==> src/rtl/rv_prefetch.sv <==
// Instruction prefetcher: one outstanding fetch into a DEPTH-entry circular queue.
// Optional macro RV_PREFETCH_BACK2BACK_EN issues the next fetch in the response cycle.
module rv_prefetch #(
  parameter int DEPTH = 4
) (
  input  logic                    clk,
  input  logic                    rst,
  input  logic [31:0]             reset_vector,
  output logic [31:0]             mem_i_addr,
  output logic                    mem_i_rstrb,
  input  logic [31:0]             mem_i_rdata,
  input  logic                    mem_i_rbusy,
  input  logic                    redirect,
  input  logic [31:0]             redirect_pc,
  output logic                    insn_valid,
  output logic [31:0]             insn,
  output logic [31:0]             insn_pc,
  input  logic                    insn_ready,
  output logic [$clog2(DEPTH):0]  count
);

  localparam int AW = $clog2(DEPTH);
  localparam int CW = AW + 1;
  localparam logic [CW-1:0] DEPTH_C = CW'(DEPTH);

  typedef enum logic {IDLE, WAIT} state_t;

  state_t          state_reg, state_next;
  logic [31:0]     fetch_pc_reg, fetch_pc_next;
  logic [CW-1:0]   count_reg, count_next;
  logic [AW-1:0]   head_reg, head_next;
  logic [AW-1:0]   tail_reg, tail_next;
  logic            discard_reg, discard_next;
  logic            push, pop;

  // Each entry holds {pc, instruction word}
  logic [63:0]     q_mem [DEPTH];

  always_ff @(posedge clk) begin
    if (rst) begin
      state_reg    <= IDLE;
      fetch_pc_reg <= reset_vector;
      count_reg    <= '0;
      head_reg     <= '0;
      tail_reg     <= '0;
      discard_reg  <= 1'b0;
    end else begin
      state_reg    <= state_next;
      fetch_pc_reg <= fetch_pc_next;
      count_reg    <= count_next;
      head_reg     <= head_next;
      tail_reg     <= tail_next;
      discard_reg  <= discard_next;
    end
  end

  always_ff @(posedge clk) begin
    if (!rst && push) begin
      q_mem[tail_reg] <= {fetch_pc_reg, mem_i_rdata};
    end
  end

  always_comb begin
    state_next    = state_reg;
    fetch_pc_next = fetch_pc_reg;
    discard_next  = discard_reg;
    mem_i_rstrb   = 1'b0;
    mem_i_addr    = fetch_pc_reg;
    push          = 1'b0;

    case (state_reg)
      IDLE: begin
        // Issue depends only on registered occupancy, never on a same-cycle pop
        if (!redirect && !mem_i_rbusy && (count_reg < DEPTH_C)) begin
          mem_i_rstrb = 1'b1;
          state_next  = WAIT;
        end
      end
      WAIT: begin
        if (!mem_i_rbusy) begin
          state_next   = IDLE;
          discard_next = 1'b0;
          if (!redirect && !discard_reg) begin
            push          = 1'b1;
            fetch_pc_next = fetch_pc_reg + 32'd4;
`ifdef RV_PREFETCH_BACK2BACK_EN
            if ((count_reg + CW'(1)) < DEPTH_C) begin
              mem_i_rstrb = 1'b1;
              mem_i_addr  = fetch_pc_reg + 32'd4;
              state_next  = WAIT;
            end
`endif
          end
        end else if (redirect) begin
          discard_next = 1'b1;
        end
      end
      default: state_next = IDLE;
    endcase

    if (redirect) begin
      fetch_pc_next = redirect_pc;
    end
    if (rst) begin
      mem_i_rstrb = 1'b0;
    end
  end

  assign insn_valid = (count_reg != '0);
  assign pop        = insn_valid && insn_ready && !redirect;

  // Redirect flushes the queue and overrides any push or pop
  always_comb begin
    if (redirect) begin
      count_next = '0;
      head_next  = tail_reg;
      tail_next  = tail_reg;
    end else begin
      count_next = count_reg + CW'(push) - CW'(pop);
      head_next  = head_reg + AW'(pop);
      tail_next  = tail_reg + AW'(push);
    end
  end

  assign insn    = q_mem[head_reg][31:0];
  assign insn_pc = q_mem[head_reg][63:32];
  assign count   = count_reg;

endmodule

==> config.mk <==
export PLATFORM = sky130hd
export DESIGN_NAME = rv_prefetch
export DESIGN_NICKNAME = d
export VERILOG_FILES = /design/src/rtl/rv_prefetch.sv
export SDC_FILE = /design/constraint.sdc
export NUM_CORES = 1
export LEC_CHECK = 0
export BUFFER_PORTS_ARGS = -buffer_cell sky130_fd_sc_hd__clkbuf_2
export CORE_MARGIN = 2
export CORE_UTILIZATION = 44
export CTS_CLUSTER_DIAMETER = 200
export DETAILED_ROUTE_END_ITERATION = 7
export PLACE_DENSITY = 0.79
export REMOVE_ABC_BUFFERS = 1
export SLEW_MARGIN = 10
export SYNTH_ARGS = -nofsm -noshare
export SYNTH_HDL_FRONTEND = slang
export SYNTH_SLANG_ARGS = --single-unit
==> constraint.sdc <==
create_clock -name clk -period 8.4 [get_ports clk]
set_input_delay 0.84 -clock clk [delete_from_list [all_inputs] [get_ports clk]]
set_output_delay 0.84 -clock clk [all_outputs]
set_load 0.01 [all_outputs]
==> impl_metrics.tcl <==
set metrics [dict create \
    utilization_after_layout_pct 53.9 \
    rr_startpoint "state_reg$_SDFF_PP0_" \
    hold_violations 0 \
    grt_setup_unrepaired "false" \
    pin_count 202 \
    setup_viol 0 \
    grt_antenna_before_repair 0 \
    wl_per_cell_um 21.7 \
    flip_flop_count_of_the_largest_register_all_copies_and_words_added 256 \
    critical_path.startpoint_type "primary input" \
    die-width_um 168 \
    ys_async_sr_fraction_pct 0 \
    n_antenna_cell 0 \
    max_freq_mhz 209 \
    clock_tree.buffer_depth 3 \
    ys_dominant_reg_cell "sky130_fd_sc_hd__edfxtp_1" \
    clock_tree_root_driver_cell "sky130_fd_sc_hd__clkbuf_16" \
    rr_worst_depth 6 \
    grt_start_max_net_pins 66 \
    final_critical_path_setup_slack_ps 3620 \
    n_fill_cell 2074 \
    detailroute.wirelength.met2_um 12600 \
    highest-signal-layer "met4" \
    r2r_end "q_mem[1][49]$_DFFE_PP_" \
    criticalPathCategory "primary input to flip-flop" \
    vias_per_cell 5.51 \
    worst_setup_hold_path_clk_slew_ps 60 \
    holdBufCountCts 0 \
    reg2reg_setup_slack_ps 5430 \
    critPathMaxFanout 42 \
    detailedPlace.worstSlack_ps 2900 \
    cell_area_power_density_nw_per_um2 221 \
    critical_path.slowest_cell "sky130_fd_sc_hd__nor2_1" \
    die_height_um 168 \
    holdCritPathClass "primary input to flip-flop" \
    globalRouteOverflowTotal 0 \
    finish.net_count 917 \
    hold-path-endpoint "q_mem[2][22]$_DFFE_PP_" \
    cpMostUsedCell "sky130_fd_sc_hd__nor2_1" \
    worst_setup_path_end_kind "flip-flop" \
    die_area_um2 28100 \
    leakage_uw 0.00480 \
    cts.htree.levels 1 \
    wl_met1_um 10700 \
    grt_first_pass_wirelength_um 38600 \
    layout-drive-gt1-share_pct 40.0 \
    clk_sinks 297 \
    yosys_register_bits 297 \
    antenna_violating_nets_post_route 0 \
    max_slew.worst_pin.slew_ps 1060 \
    synth_enable_flop_cells 288 \
    crit_chain "clkbuf_2 > nor2_1 > clkinv_1 > nor2_1 > nand2_1 > nor2_4 > buf_4" \
    core_area_um2 26100 \
    post-cts-setup-buffers 0 \
    clock_tree_from_tritoncts "yes" \
    area_delta_synth_final_pct 19.7 \
    synthesized_instance_count 600 \
    floorplan.initialDensity_pct 45.0 \
    cp_data_required_time_ps 8600 \
    rows 59 \
    drt_pass_1_iters 5 \
    detailroute.via_count 6442 \
    route.met3.wl_um 1460 \
    outcome "finished clean" \
    vdd_drop_max_uv 117 \
    min_period_ps 4780 \
    skew_ps 18.5 \
    remaining_drc_errors 0 \
    slew-limit-headroom_pct 29.0 \
    hold_depth 1 \
    number_of_buffer_cells_added_on_primary_ports 201 \
    ys_seq_area_share_pct 75.0 \
    detailed_place_hpwl_um 16500 \
    number_of_resized_instances_in_the_post_cts_repair_step 0 \
    yosys_warnings 0 \
    cts_buffers 28 \
    tns_ps 0 \
    max_cap_viol_count 0 \
    synth.distinct_cells 50 \
    crit_arrival_ps 4980 \
    route.final.wire_length_um 25400 \
    first_global_vias 6395 \
    slowest_delay_ps 920 \
    detail_route.iter0.violations 608 \
    post_synth_instance_area_um2 11800 \
    track_usage_pct 18.1 \
    mean_instance_size_in_the_synthesized_netlist_um2 19.6 \
    post-route-period-util_pct 56.9 \
    clk-insertion-delay-late_ps 550 \
    hold_path_startpoint "mem_i_rdata[22]" \
    slew_viol_final 0 \
    place_congestion 0.785 \
]
==> cell families after synthesis <==
logic type                 count (synthesis)  synth area share, %
DFF                                      297                 75.0
adders and majority gates                  4                0.489
and+or+nand+nor                          107                 5.00
muxes                                     71                 12.9
buffers and inverters                     29                 1.18
xor gates and xnor gates                  29                 2.16
AOI/OAI and AO/OA                         63                 3.32
==> layer usage <==
layer / track usage (%) / vias to the layer above
met1: 25.3 / 3248
met3: 3.17 / 46
met4: 4.73 / 0
met5: 0 / -
met2: 29.9 / 251
li1: - / 2897
==> layout make-up <==
cell class / instances / area, um^2 / share of cell area [%]
flip-flops and latches: 297 / 8840 / 62.7
multi-input cells: 274 / 2830 / 20.1
repair buffers: 207 / 1050 / 7.46
clock buffers: 34 / 723 / 5.13
well taps: 335 / 419 / 2.97
clock inverters: 18 / 211 / 1.50
inverters: 4 / 15.0 / 0.107
==> worst max-delay path: cells and delay by family <==
family | cells | cell delay [ps]
buffers and inverters | 3 | 1820
and+or+nand+nor | 4 | 2270
==> worst max-delay path by stage <==
stage             start                      to  slack [ps]  cells after the start
4_1_cts             rst  q_mem[1][12]$_DFFE_PP_        3500                      7
3_5_place_dp        rst  q_mem[1][12]$_DFFE_PP_        2900                      7
6_report            rst  q_mem[1][49]$_DFFE_PP_        3620                      7
3_3_place_gp        rst  q_mem[1][25]$_DFFE_PP_        3040                      7
5_1_grt             rst  q_mem[1][33]$_DFFE_PP_        3090                      7
2_1_floorplan  redirect   q_mem[0][0]$_DFFE_PP_        -190                      3
==> synth_stat cells, drive strengths merged, types with 3 or more instances <==
library cell / count / area, um^2
dfxtp: 9 / 180
nand2: 29 / 111
nand4: 13 / 81.3
and2: 3 / 18.8
mux4: 64 / 1440
ha: 3 / 37.5
xnor2: 9 / 78.8
mux2: 3 / 33.8
inv: 3 / 11.3
edfxtp: 288 / 8650
nand3: 13 / 80.1
o21ai: 21 / 105
o22ai: 6 / 37.5
nor2b: 5 / 31.3
mux2i: 4 / 40.0
a22oi: 13 / 97.6
a21oi: 13 / 65.1
and3: 5 / 31.3
nor2: 19 / 76.3
nor4: 4 / 40.0
clkbuf: 12 / 45.0
xor2: 20 / 175
nor3: 7 / 45.0
buf: 12 / 70.1
==> power by group <==
part           switching (uW)  leakage (uW)  total [uW]  internal (uW)
sequential               45.5       0.00271        1710           1660
clock                     521      0.000457        1260            739
combinational            80.1       0.00164         140           59.9
total                     647       0.00480        3110           2460
==> metrics by stage <==
stage,instance area (um^2),hold slack [ps],instances,total power (uW)
4_1_cts,14100,476,1169,3130
6_report,14100,501,1169,3110
3_3_place_gp,13200,494,1117,1870
5_1_grt,14100,485,1169,3210
3_5_place_dp,13200,520,1117,1880
2_1_floorplan,11600,478,575,1790
==> placed cells by master, fill, tap and decap left out, types with 3 or more instances in the layout <==
cell / n
sky130_fd_sc_hd__buf_4: 6
sky130_fd_sc_hd__and3_1: 4
sky130_fd_sc_hd__o21ai_0: 20
sky130_fd_sc_hd__clkinv_1: 7
sky130_fd_sc_hd__mux2i_1: 4
sky130_fd_sc_hd__nor2b_1: 4
sky130_fd_sc_hd__edfxtp_1: 288
sky130_fd_sc_hd__nand2_1: 28
sky130_fd_sc_hd__clkbuf_16: 28
sky130_fd_sc_hd__xnor2_1: 9
sky130_fd_sc_hd__inv_1: 3
sky130_fd_sc_hd__mux4_2: 64
sky130_fd_sc_hd__nand3_1: 10
sky130_fd_sc_hd__clkbuf_2: 201
sky130_fd_sc_hd__a21oi_1: 13
sky130_fd_sc_hd__nand4_1: 13
sky130_fd_sc_hd__o22ai_1: 6
sky130_fd_sc_hd__nor2_1: 15
sky130_fd_sc_hd__clkinv_2: 6
sky130_fd_sc_hd__mux2_2: 3
sky130_fd_sc_hd__nor3_1: 5
sky130_fd_sc_hd__xor2_1: 20
sky130_fd_sc_hd__ha_1: 3
sky130_fd_sc_hd__nand3_2: 3
sky130_fd_sc_hd__bufinv_16: 4
sky130_fd_sc_hd__clkbuf_1: 6
sky130_fd_sc_hd__dfxtp_1: 7
sky130_fd_sc_hd__and2_1: 3
sky130_fd_sc_hd__a22oi_1: 13
No activity file was read; power rests on OpenSTA's default activity.
